File: src/rtl/rm_hdr_pkg.sv
// Shared definitions for the header-removal stage.
//   CTRL_IOQ_HDR : ctrl value carried by the IOQ module header.
//   log2c        : ceiling log2, used to size FIFO pointers.
//   occ_w        : occupancy counter width for a FIFO of a given depth
//                  (one extra bit so the full count is representable).
package rm_hdr_pkg;

  localparam logic [7:0] CTRL_IOQ_HDR = 8'hFF;

  function automatic int log2c(input int n);
    int r;
    r = 0;
    for (int i = 0; i < 31; i++) begin
      if ((1 << i) < n) r = i + 1;
    end
    return r;
  endfunction

  function automatic int occ_w(input int depth);
    return log2c(depth) + 1;
  endfunction

endpackage

File: src/rtl/rm_hdr_sfifo.sv
// Synchronous FIFO with a registered read port.
//   clk, reset : clock and asynchronous active-low reset
//   wr, din    : write strobe and word; ignored while full
//   rd         : read strobe; ignored while empty
//   dout       : word loaded on the cycle after an accepted read, held otherwise
//   empty/full : occupancy == 0 / occupancy == DEPTH
//   occupancy  : number of stored words
module rm_hdr_sfifo
  import rm_hdr_pkg::*;
#(
  parameter int WIDTH = 72,
  parameter int DEPTH = 16
) (
  input  logic                    clk,
  input  logic                    reset,
  input  logic                    wr,
  input  logic                    rd,
  input  logic [WIDTH-1:0]        din,
  output logic [WIDTH-1:0]        dout,
  output logic                    empty,
  output logic                    full,
  output logic [occ_w(DEPTH)-1:0] occupancy
);

  localparam int AW = log2c(DEPTH);
  localparam int OW = occ_w(DEPTH);

  logic [WIDTH-1:0] mem [DEPTH];
  logic [AW-1:0]    wr_ptr;
  logic [AW-1:0]    rd_ptr;
  logic             wr_ok;
  logic             rd_ok;

  assign empty = (occupancy == '0);
  assign full  = (occupancy == OW'(DEPTH));

  // A write into a full FIFO is dropped even if a read frees a slot in the
  // same cycle; this keeps the overflow decision purely registered.
  assign wr_ok = wr && !full;
  assign rd_ok = rd && !empty;

  // Storage array carries data only, so it needs no reset.
  always_ff @(posedge clk) begin
    if (wr_ok) mem[wr_ptr] <= din;
  end

  // Pointers wrap naturally at DEPTH (power of two).
  always_ff @(posedge clk or negedge reset) begin
    if (!reset) begin
      wr_ptr    <= '0;
      rd_ptr    <= '0;
      occupancy <= '0;
    end else begin
      if (wr_ok) wr_ptr <= wr_ptr + AW'(1);
      if (rd_ok) rd_ptr <= rd_ptr + AW'(1);
      case ({wr_ok, rd_ok})
        2'b10:   occupancy <= occupancy + OW'(1);
        2'b01:   occupancy <= occupancy - OW'(1);
        default: occupancy <= occupancy;
      endcase
    end
  end

  // Output register: downstream sees an all-zero word after reset.
  always_ff @(posedge clk or negedge reset) begin
    if (!reset) begin
      dout <= '0;
    end else if (rd_ok) begin
      dout <= mem[rd_ptr];
    end
  end

endmodule

File: src/rtl/rm_hdr_flex.sv
// Header-removal stage with runtime strip enable, a always-kept header type,
// statistics counters and almost-full back-pressure.
//   clk, reset             : clock, asynchronous active-low reset
//   in_data/in_ctrl/in_wr  : upstream word; in_rdy says upstream may write
//   out_data/out_ctrl/out_wr : downstream word; out_rdy says it can accept
//   strip_en               : 1 strips non-kept headers, 0 passes every word
//   cnt_clr                : synchronous clear of counters and overflow
//   hdr_drop_cnt, pkt_cnt  : dropped-header and written-EOP counts (wrapping)
//   overflow               : sticky, a word was offered while the FIFO was full
module rm_hdr_flex
  import rm_hdr_pkg::*;
#(
  parameter int                  DATA_WIDTH    = 64,
  parameter int                  CTRL_WIDTH    = DATA_WIDTH / 8,
  parameter int                  FIFO_DEPTH    = 16,
  parameter int                  AF_MARGIN     = 3,
  parameter int                  KEEP_HDR_EN   = 1,
  parameter logic [CTRL_WIDTH-1:0] KEEP_HDR_CTRL = CTRL_WIDTH'(CTRL_IOQ_HDR),
  parameter int                  CNT_WIDTH     = 32
) (
  input  logic                  clk,
  input  logic                  reset,
  input  logic [DATA_WIDTH-1:0] in_data,
  input  logic [CTRL_WIDTH-1:0] in_ctrl,
  input  logic                  in_wr,
  output logic                  in_rdy,
  output logic [DATA_WIDTH-1:0] out_data,
  output logic [CTRL_WIDTH-1:0] out_ctrl,
  output logic                  out_wr,
  input  logic                  out_rdy,
  input  logic                  strip_en,
  input  logic                  cnt_clr,
  output logic [CNT_WIDTH-1:0]  hdr_drop_cnt,
  output logic [CNT_WIDTH-1:0]  pkt_cnt,
  output logic                  overflow
);

  localparam int OW = occ_w(FIFO_DEPTH);
  localparam int FW = CTRL_WIDTH + DATA_WIDTH;

  logic          in_pkt;
  logic          ctrl_nz;
  logic          is_hdr;
  logic          is_eop;
  logic          keep;
  logic          hdr_drop;
  logic          fifo_wr;
  logic          fifo_rd;
  logic          wr_lost;
  logic          eop_written;
  logic          empty;
  logic          full;
  logic [OW-1:0] occ;
  logic          vld_p1;

  // ---- stage p0: classify the incoming word ----
  // A nonzero ctrl means "header" outside a packet and "EOP" inside one.
  assign ctrl_nz     = |in_ctrl;
  assign is_hdr      = in_wr && !in_pkt && ctrl_nz;
  assign is_eop      = in_wr && in_pkt && ctrl_nz;
  assign keep        = !strip_en || ((KEEP_HDR_EN != 0) && (in_ctrl == KEEP_HDR_CTRL));
  assign hdr_drop    = is_hdr && !keep;
  assign fifo_wr     = in_wr && (!is_hdr || keep);
  assign wr_lost     = fifo_wr && full;
  assign eop_written = is_eop && fifo_wr && !full;
  assign fifo_rd     = out_rdy && !empty;

  // Threshold leaves AF_MARGIN free slots for writes already in flight.
  assign in_rdy = (occ < OW'(FIFO_DEPTH - AF_MARGIN));

  // Packet tracking follows every offered word, including ones lost to
  // overflow, so framing stays aligned with what upstream believes it sent.
  always_ff @(posedge clk or negedge reset) begin
    if (!reset) begin
      in_pkt <= 1'b0;
    end else if (in_wr) begin
      if (!in_pkt && !ctrl_nz)     in_pkt <= 1'b1;
      else if (in_pkt && ctrl_nz)  in_pkt <= 1'b0;
    end
  end

  // Clear takes priority over a same-cycle increment or overflow event.
  always_ff @(posedge clk or negedge reset) begin
    if (!reset) begin
      hdr_drop_cnt <= '0;
      pkt_cnt      <= '0;
      overflow     <= 1'b0;
    end else if (cnt_clr) begin
      hdr_drop_cnt <= '0;
      pkt_cnt      <= '0;
      overflow     <= 1'b0;
    end else begin
      if (hdr_drop)    hdr_drop_cnt <= hdr_drop_cnt + CNT_WIDTH'(1);
      if (eop_written) pkt_cnt      <= pkt_cnt + CNT_WIDTH'(1);
      if (wr_lost)     overflow     <= 1'b1;
    end
  end

  // ---- stage p1: FIFO storage and registered read ----
  rm_hdr_sfifo #(
    .WIDTH (FW),
    .DEPTH (FIFO_DEPTH)
  ) u_fifo (
    .clk       (clk),
    .reset     (reset),
    .wr        (fifo_wr),
    .rd        (fifo_rd),
    .din       ({in_ctrl, in_data}),
    .dout      ({out_ctrl, out_data}),
    .empty     (empty),
    .full      (full),
    .occupancy (occ)
  );

  // Valid tracks the FIFO output register, which loads on the same edge.
  always_ff @(posedge clk or negedge reset) begin
    if (!reset) begin
      vld_p1 <= 1'b0;
    end else begin
      vld_p1 <= fifo_rd;
    end
  end

  assign out_wr = vld_p1;

endmodule

File: config.mk
export PLATFORM = sky130hd
export DESIGN_NAME = rm_hdr_flex
export DESIGN_NICKNAME = d
export VERILOG_FILES = /design/src/rtl/rm_hdr_pkg.sv /design/src/rtl/rm_hdr_sfifo.sv /design/src/rtl/rm_hdr_flex.sv
export SDC_FILE = /design/constraint.sdc
export NUM_CORES = 1
export LEC_CHECK = 0
export CAP_MARGIN = 30
export CORE_ASPECT_RATIO = 1.4
export CORE_MARGIN = 4
export CORE_UTILIZATION = 50
export CTS_BUF_LIST = sky130_fd_sc_hd__clkbuf_16
export DETAILED_ROUTE_END_ITERATION = 10
export GPL_ROUTABILITY_DRIVEN = 0
export MAX_ROUTING_LAYER = met4
export PLACE_DENSITY = 0.7
export SLEW_MARGIN = 20
export SYNTH_ARGS = -nofsm -noshare
export SYNTH_HDL_FRONTEND = slang
export SYNTH_HIERARCHICAL = 1
export SYNTH_SLANG_ARGS = --single-unit
export TNS_END_PERCENT = 50
File: constraint.sdc
create_clock -name clk -period 6.6 [get_ports clk]
set_input_delay 1.65 -clock clk [delete_from_list [all_inputs] [get_ports clk]]
set_output_delay 1.65 -clock clk [all_outputs]
set_load 0.01 [all_outputs]
# Word-level counts from Yosys, hierarchy flattened
# Memory sizes are Yosys's and may differ from the RTL's. A register that Yosys moved wholly into a read port is not among the register bits.
# Cells that the tools add are included.
dict set report classes {
  eq_ne 4
  n_reduce_logical 32
  n_mux 11
  order_cmp 1
  n_addsub 6
}
# cell count
set ops {}
lappend ops {{two-way mux 32 bit} 4}
lappend ops {{adder 32 x 1 -> 32 bit (second input constant)} 2}
lappend ops {{logical AND 1 bit} 14}
lappend ops {{one-hot mux 5 bit (2 select lines)} 1}
lappend ops {{nonzero test 2 bit} 5}
lappend ops {{adder 4 x 1 -> 4 bit (second input constant)} 2}
lappend ops {{== test 8 bit (second input constant)} 1}
lappend ops {{zero test 1 bit} 8}
lappend ops {{OR reduction 8 bit} 1}
lappend ops {{two-way mux 1 bit} 6}
lappend ops {{adder 5 x 1 -> 5 bit (second input constant)} 1}
lappend ops {{== test 5 bit (second input constant)} 1}
lappend ops {{zero test 5 bit} 1}
lappend ops {{< comparator 5 x 4 -> 1 bit (second input constant)} 1}
lappend ops {{subtractor 5 x 1 -> 5 bit (second input constant)} 1}
lappend ops {{== test 2 x 1 -> 1 bit (second input constant)} 1}
lappend ops {{== test 2 bit (second input constant)} 1}
lappend ops {{logical OR 1 bit} 2}
lappend ops {{AND reduction 2 bit} 1}
dict set report word_totals {
  out_inout_bits 139
  elab_cells 63
  regBits 80
  mem_count 1
  inputBits 78
  mem_bits_rw 1152
}
# memory depth width rd rd_ports_with_merged_regs write_ports line_no
set memory_table {}
lappend memory_table {u_fifo.mem 16 72 1 1 1 rm_hdr_sfifo.sv:28} ;# logic [WIDTH-1:0] mem [DEPTH];

# Depth between registers and ports, before layout
# Gate-level depths: netlist of the first run.
dict set report logic_depth {
  depth_word 10
  mapped_depth 17
  depth_no_buf 14
}

# By module
# The synthesis of the first run kept the hierarchy.
# module seq_area_each_um2 area_each_um2 cells_per_inst instances
set by_module_without_submodules {}
lappend by_module_without_submodules {rm_hdr_sfifo 36720.2 47244.1 2011 1}
lappend by_module_without_submodules {rm_hdr_flex 1676.6 3434.5 358 1}

# Worst setup path after synthesis of the first run
# Ideal clock, no wire load.
dict set report synth_path {
  path_kind {in2reg}
  start {input in_ctrl[0]}
  end {memory u_fifo.mem[3][0], enable pin}
  arrival_time_ps 8024
  path_slack_ps -2015
  required_ps 6010
  cell_stages 8
  n_path_buf 1
  setup_time_ps 590
  cell_sequence {nor4_2 nand2_1 nand2_1 and2_1 and2_1 clkbuf_1 nand2_1 nor3_1}
}
dict set report synth_via {
  elab_chain_len 8
  word_cells_on_any_way 10
  classes_between {eq/ne (1); mux (2); reduce/logical (7)}
}
# element line_no
set synth_lines {}
lappend synth_lines {{start, declared} rm_hdr_flex.sv:24} ;# input logic [CTRL_WIDTH-1:0] in_ctrl,
lappend synth_lines {{OR reduction 8 bit} rm_hdr_flex.sv:58} ;# assign ctrl_nz = |in_ctrl;
lappend synth_lines {{logical AND 1 bit} rm_hdr_flex.sv:59} ;# assign is_hdr = in_wr && !in_pkt && ctrl_nz;
lappend synth_lines {{zero test 1 bit} rm_hdr_flex.sv:63} ;# assign fifo_wr = in_wr && (!is_hdr || keep);
lappend synth_lines {{logical OR 1 bit *} rm_hdr_flex.sv:63}
lappend synth_lines {{logical AND 1 bit *} rm_hdr_flex.sv:63}
lappend synth_lines {{named net fifo_wr} rm_hdr_flex.sv:47} ;# logic fifo_wr;
lappend synth_lines {{logical AND 1 bit *} rm_hdr_sfifo.sv:39} ;# assign wr_ok = wr && !full;
lappend synth_lines {{two-way mux 1 bit *} rm_hdr_sfifo.sv:44} ;# if (wr_ok) mem[wr_ptr] <= din;
lappend synth_lines {{two-way mux 1 bit (not written as such) *} rm_hdr_sfifo.sv:44}
lappend synth_lines {{end, declared} rm_hdr_sfifo.sv:28}
# The timed path passes the listed nets; every way through them passes the cells marked *.

# Final worst setup path of the first run
dict set report layout_path {
  start {input in_ctrl[1]}
  end {register u_fifo.occupancy[4]}
}
dict set report layout_via {
  elab_chain_len 8
  word_cells_on_any_way 12
  classes_between {eq/ne (3); mux (1); reduce/logical (8)}
}
# element line_no
set layout_lines {}
lappend layout_lines {{OR reduction 8 bit} rm_hdr_flex.sv:58}
lappend layout_lines {{logical AND 1 bit} rm_hdr_flex.sv:59}
lappend layout_lines {{zero test 1 bit} rm_hdr_flex.sv:63}
lappend layout_lines {{logical OR 1 bit *} rm_hdr_flex.sv:63}
lappend layout_lines {{logical AND 1 bit *} rm_hdr_flex.sv:63}
lappend layout_lines {{named net fifo_wr} rm_hdr_flex.sv:47}
lappend layout_lines {{logical AND 1 bit *} rm_hdr_sfifo.sv:39}
lappend layout_lines {{== test 2 x 1 -> 1 bit or == test 2 bit (tied branches)} rm_hdr_sfifo.sv:56} ;# case ({wr_ok, rd_ok})
lappend layout_lines {{one-hot mux 5 bit (2 select lines) or nonzero test 2 bit (tied branches)} -}
lappend layout_lines {{end signal, assigned} rm_hdr_sfifo.sv:57} ;# 2'b10: occupancy <= occupancy + OW'(1);
lappend layout_lines {{end signal, assigned} rm_hdr_sfifo.sv:58} ;# 2'b01: occupancy <= occupancy - OW'(1);
lappend layout_lines {{end signal, assigned} rm_hdr_sfifo.sv:59} ;# default: occupancy <= occupancy;
lappend layout_lines {{end, declared} rm_hdr_sfifo.sv:22} ;# output logic [occ_w(DEPTH)-1:0] occupancy
# Marked as above.
# A chain may end at the register's enable or synchronous reset.

==> results of run 1 <==
==> critical path, cell delays in order <==
cell and delay, ns:
clkdlybuf4s50_1 0.87, nand4_1 0.52, o2111a_1 0.42, nand2_1 0.09, and2_1 0.12, and2_1 0.41, inv_1 0.10, ha_1 0.28
ha_1 0.34, nor2b_1 0.15, o21ai_0 0.24, a21oi_1 0.11, or3b_2 0.47, xnor2_1 0.15
==> power groups by stage <==
stage / Clock (mW) / Combinational [mW] / Sequential (mW)
2_1_floorplan: 0 / 4.79 / 10.4
3_3_place_gp: 0 / 6.55 / 10.6
3_5_place_dp: 0 / 6.68 / 10.7
4_1_cts: 6.75 / 6.73 / 10.5
5_1_grt: 7.12 / 7.05 / 10.6
6_report: 6.61 / 6.63 / 10.5
==> final cells by class <==
| type | count | area [µm²] | area share |
|---|---|---|---|
| clock buffers | 115 | 2880 | 0.0494 |
| well taps | 1320 | 1650 | 0.0283 |
| multi-input cells | 919 | 11600 | 0.199 |
| inverters | 16 | 60.1 | 0.00103 |
| clock inverters | 101 | 850 | 0.0146 |
| flip-flops and latches | 1304 | 38400 | 0.659 |
| repair buffers | 275 | 2810 | 0.0482 |
| diodes | 1 | 2.50 | 0.0000429 |
==> flip-flops by register name, indices dropped and copies added, names as in the netlist <==
name,count
overflow,1
u_fifo/rd_ptr,4
pkt_cnt,32
out_wr,1
u_fifo/dout,72
u_fifo/mem,1152
u_fifo/wr_ptr,4
in_pkt,1
u_fifo/occupancy,5
hdr_drop_cnt,32
==> cell families (layout without fill, tap and decap cells) <==
group                      count (synthesis)  in the layout  share of synthesized area
muxes                                    363            363                      0.145
xor gates and xnor gates                  59             59                     0.0102
adders and majority gates                 13             13                    0.00336
and+or+nand+nor                          223            223                     0.0234
buffers and inverters                    146            507                     0.0165
other                                      0              1                          0
DFF                                     1304           1304                      0.758
AOI/OAI and AO/OA                        261            261                     0.0442
==> path summary, 6_finish.rpt <==
| kind | startpoint | end | slack (ns) | cells past startpoint |
|---|---|---|---|---|
| max | in_ctrl[1] | u_fifo/occupancy[4] | 1.27 | 14 |
| min | overflow | overflow | 0.54 | 2 |
| max reg2reg | u_fifo/occupancy[1] | u_fifo/occupancy[4] | 3.25 | 11 |
| min reg2reg | overflow | overflow | 0.54 | 2 |
| max in group asynchronous | reset | u_fifo/rd_ptr[2] | 4.31 | 2 |
| min in group asynchronous | reset | pkt_cnt[23] | 0.95 | 1 |
==> Yosys cell counts, types with 14 or more instances <==
| master | count | area [µm²] |
|---|---|---|
| nand2_1 | 32 | 120 |
| o22ai_1 | 74 | 463 |
| xnor2_1 | 14 | 123 |
| nand4_1 | 31 | 194 |
| dfrtp_1 | 152 | 3800 |
| mux2_2 | 72 | 811 |
| clkbuf_1 | 49 | 184 |
| edfxtp_1 | 1152 | 34600 |
| a21oi_2 | 72 | 631 |
| xor2_1 | 45 | 394 |
| buf_2 | 32 | 160 |
| buf_4 | 22 | 165 |
| inv_1 | 16 | 60.1 |
| nand3_1 | 29 | 145 |
| o22ai_2 | 70 | 876 |
| mux4_2 | 288 | 6490 |
| nor2_1 | 71 | 267 |
| a21oi_1 | 19 | 95.1 |
==> cell usage in the layout (no fill, tap or decap), drive strengths merged, types with 6 or more instances in the layout <==
cell	n
dfrtp	152
nor2	71
or3	7
and2	6
ha	12
xnor2	14
nand3	29
o21ai	12
clkbuf	116
o22ai	144
mux2	73
or4	7
nor4	7
inv	53
a21oi	91
and3	10
xor2	45
edfxtp	1152
mux4	288
nand4	32
o31ai	6
clkdlybuf4s50	214
bufinv	14
nand2	33
buf	60
nor3	6
clkinv	48
==> routing by layer <==
metal | wire, µm | vias to the layer above
met3 | 6750 | 172
met2 | 60200 | 832
met4 | 3080 | 0
met1 | 43200 | 13100
li1 | - | 10400
met5 | 0 | -
==> summary.md, run 1 <==
| Metric | Value |
|---|---|
| Status | `finished, final reports clean` |
| Avg Inst Size Synth | `21.4 µm²` |
| Clock Skew | `0.0416 ns` |
| Initial core utilization | `0.506` |
| CTS Root Cell | `clkbuf_16` |
| Hold_ws | `0.544 ns` |
| Peak Freq | `0.188 GHz` |
| Unrepaired setup endpoints after global routing | `false` |
| Clk pwr share | `0.278` |
| Number of synthesized flops with an enable pin | `1152` |
| Worst Path Required | `7.21 ns` |
| Site Rows | `137` |
| GR Util met1 | `0.269` |
| CTS buffer count | `114` |
| Final instance area | `58300 µm²` |
| TritonCTS clock tree | `yes` |
| CP Max Fanout | `18` |
| Final Setup Violations | `0` |
| First-pass GRT wire length | `172000 µm` |
| Yosys reg bits | `1304` |
| Area of placed instances | `54500 µm²` |
| Post-CTS setup buffers | `0` |
| Cell internal pwr | `16.8 mW` |
| Tcrit/Tclk final | `0.807` |
| CP Data Arrival Time | `5.93 ns` |
| CORE AREA | `100000 µm²` |
| Die area | `107000 µm²` |
| Fin cells | `4051` |
| Met2 Usage GRT | `0.379` |
| Post-CTS Resized | `0` |
| Met3 usage | `0.0448` |
| Startpoint types | `primary input` |
| Power Dens Cells | `407 nW/µm²` |
| Syn Inst Count | `2369` |
| Register area share after synthesis | `0.758` |
| Post-route ant nets | `0` |
| DR iter-0 viols | `2069` |
| Initial antenna violation count | `2` |
| WS Path Type | `in2reg` |
| Main synth FF type | `edfxtp_1` |
| Remaining Overflow, GRT | `0` |
| Pleak | `18.7 nW` |
| Top Usage Layer GRT | `met2` |
| Cells after DPL | `3833` |
| Via count | `24500` |
| Setup WS post-layout | `1.27 ns` |
| Number of global-route vias before repair | `26400` |
| Gate power share | `0.279` |
| Longest Clk Path Bufs | `3` |
| Post-synthesis net count | `2460` |
| Ys Warns | `6` |
| GR Util All Layers | `0.221` |
| Max VDD drop | `389 µV` |
| Fill count | `7095` |
| Post-layout util | `0.582` |
| Htree depth | `3` |
| Net Sw Frac | `0.292` |
| Io pins | `217` |
| Relative slew slack | `0.0871` |
| Cell Area, Synth | `50700 µm²` |
| Layout cells sized above 1 | `0.279` |
| Setup TNS | `0 ns` |
| Die width | `277 µm` |
| Sequential power share | `0.442` |
| Area Growth Syn to Fin | `15.0%` |
| Final WL | `113000 µm` |
| Maxcap violations | `0` |
| Ys async rst share | `0.117` |
| Sinks on Clock Net | `1304` |
| DR WL/cell | `28.0 µm` |
| Worst-path clk slew | `0.07 ns` |
| Vias/cell | `6.05` |
| Slew @ Worst Pin | `1.37 ns` |
| Largest net degree at the start of global routing | `163` |
| Fin crit period | `5.33 ns` |
| Hpwl dp | `66600 µm` |
| Worst slack, placed | `0.534 ns` |
| Netlist cell types | `52` |
| Port bufs | `216` |
| Slew Limit Fails | `0` |
| Tot Pwr | `23.7 mW` |
| Hold Vio Cnt, Final | `0` |
| DR pass1 iterations | `5` |
| Critical Path Sink Type | `flip-flop` |
| Die Y | `385 µm` |
| Nets | `2721` |
| CTS hold repair buffers | `0` |
| Switching pwr | `6.92 mW` |
| Worst hold path class | `reg2reg` |
| Number of remaining DRC errors | `0` |
| Worst skew pair latency | `0.73 ns` |
Power figures use the tool's default switching activity.
==> run 2, diff against run 1 <==
--- a/config.mk
+++ b/config.mk
@@ -13,7 +13,7 @@
 export DETAILED_ROUTE_END_ITERATION = 10
 export GPL_ROUTABILITY_DRIVEN = 0
 export MAX_ROUTING_LAYER = met4
-export PLACE_DENSITY = 0.7
+export PLACE_DENSITY = 0.68
 export SLEW_MARGIN = 20
 export SYNTH_ARGS = -nofsm -noshare
 export SYNTH_HDL_FRONTEND = slang
==> constraint.sdc (replaced) <==
create_clock -name clk -period 5 [get_ports clk]
set_input_delay 1.25 -clock clk [delete_from_list [all_inputs] [get_ports clk]]
set_output_delay 1.25 -clock clk [all_outputs]
set_load 0.01 [all_outputs]
==> summary.md, run 2 (same netlist as run 1, synthesis figures left out) <==
| Metric | Value |
|---|---|
| Status | `finished, final reports clean` |
| Clock Skew | `0.0236 ns` |
| CTS Root Cell | `clkbuf_16` |
| Final Setup Violations | `0` |
| Final instance area | `58600 µm²` |
| Max stage delay cell, worst path | `clkdlybuf4s50_1` |
| Capturing point of the worst reg2reg path | `u_fifo/occupancy[4]` |
| Worst hold path class | `in2async` |
| Hpwl dp | `63600 µm` |
| Longest Clk Path Bufs | `3` |
| Post-CTS Resized | `0` |
| Sinks on Clock Net | `1304` |
| Post-CTS setup buffers | `0` |
| Relative slew slack | `0.360` |
| Maxcap violations | `0` |
| Via count | `24500` |
| Power Dens Cells | `536 nW/µm²` |
| Nets | `2740` |
| CTS buffer count | `117` |
| DR pass1 iterations | `7` |
| Port bufs | `216` |
| Layout cells sized above 1 | `0.287` |
| Max FFs per register | `1152` |
| TritonCTS clock tree | `yes` |
| Startpoint types | `primary input` |
| Remaining Overflow, GRT | `0` |
| FF-to-FF Start | `u_fifo/occupancy[1]` |
| Hold Vio Cnt, Final | `0` |
| Htree depth | `3` |
| Hold_ws | `0.462 ns` |
| Worst Setup SP | `in_ctrl[1]` |
| Io pins | `217` |
| Commonest non-fill, non-tap cell in the layout | `edfxtp_1` |
| DR WL/cell | `27.6 µm` |
| Die Y | `385 µm` |
| Slew Limit Fails | `0` |
| Most frequent cells in the layout | `edfxtp_1 (1152), mux4_2 (288), clkdlybuf4s50_1 (214)` |
| Site Rows | `137` |
| Die width | `277 µm` |
| WS Path Type | `in2reg` |
| CP Max Fanout | `6` |
| Slew @ Worst Pin | `0.960 ns` |
| Peak Freq | `0.233 GHz` |
| Number of remaining DRC errors | `0` |
| Initial antenna violation count | `2` |
| Delay-heaviest family, CP | `simple AND/OR/NAND/NOR gates` |
| Final WL | `112000 µm` |
| CTS hold repair buffers | `0` |
| Worst skew pair latency | `0.71 ns` |
| CP Buf/Inv Count | `2` |
| Tot Pwr | `31.4 mW` |
| Unrepaired setup endpoints after global routing | `false` |
| Vias/cell | `6.02` |
| CP Data Arrival Time | `4.88 ns` |
| Number of global-route vias before repair | `26100` |
| Worst Path Required | `5.59 ns` |
| Worst Reg2Reg Path Length in Cells | `11` |
| Fill count | `7178` |
| Max VDD drop | `441 µV` |
| DR iter-0 viols | `2004` |
| Crit path cell chain | `clkdlybuf4s50_1 > nand4_1 > o2111a_1 > nand2_1 > and2_1 > and2_1 > inv_1 > ha_1 > ha_1 > nor2b_1 > o21ai_0 > a21oi_1 > or3b_2 > xnor2_1` |
| Area Growth Syn to Fin | `15.7%` |
| CP max stage delay | `0.62 ns` |
| Pleak | `18.8 nW` |
| R2r setup slk | `1.84 ns` |
| Largest net degree at the start of global routing | `101` |
| Post-route ant nets | `0` |
| First-pass GRT wire length | `170000 µm` |
| Initial core utilization | `0.506` |
| Fin crit period | `4.29 ns` |
| Worst-path clk slew | `0.07 ns` |
| GR Util All Layers | `0.220` |
| CORE AREA | `100000 µm²` |
| Die area | `107000 µm²` |
| Largest register by flop count | `u_fifo/mem` |
| Tcrit/Tclk final | `0.858` |
| Top Registers | `u_fifo/mem x1152, u_fifo/dout x72` |
| Area of placed instances | `54800 µm²` |
| Critical Path Sink Type | `flip-flop` |
-- run 2: worst max-delay path by stage --
| stage | to | depth (start not counted) |
|---|---|---|
| 4_1_cts | u_fifo/occupancy[4] | 14 |
| 3_3_place_gp | u_fifo/occupancy[4] | 14 |
| 3_5_place_dp | u_fifo/occupancy[4] | 14 |
| 6_report | u_fifo/occupancy[4] | 14 |
| 2_1_floorplan | u_fifo/mem[15][0] | 8 |
| 5_1_grt | u_fifo/occupancy[4] | 14 |
-- run 2: report_power, final --
part | switching [mW] | internal [mW]
sequential | 0.821 | 13.0
combinational | 4.44 | 4.31
clock | 3.90 | 4.95
total | 9.16 | 22.3
-- run 2: cell type report --
cell class / count / area, µm² / area share
repair buffers: 291 / 3110 / 0.0531
well taps: 1320 / 1650 / 0.0282
clock buffers: 119 / 2980 / 0.0508
inverters: 16 / 60.1 / 0.00102
diodes: 1 / 2.50 / 0.0000427
clock inverters: 102 / 833 / 0.0142
multi-input cells: 919 / 11600 / 0.198
flip-flops and latches: 1304 / 38400 / 0.655
-- run 2: per-layer routing --
layer / up-vias / global-route usage / part of all wire
li1: 10400 / - / -
met1: 13100 / 0.284 / 0.40
met2: 843 / 0.367 / 0.52
met3: 158 / 0.0370 / 0.062
met4: 0 / 0.0632 / 0.025
met5: - / - / 0
-- run 2: per-stage QoR --
stage / utilization / std cells / setup TNS (ns) / setup WS (ns)
after detailed placement: 0.547 / 3849 / 0 / 0.0542
after global placement: 0.547 / 3845 / 0 / 0.0113
final: 0.586 / 4072 / 0 / 0.710
after global routing: 0.586 / 4072 / 0 / 0.523
after floorplan: - / 2369 / -85.41 / -0.138
after CTS: 0.585 / 4070 / 0 / 0.817
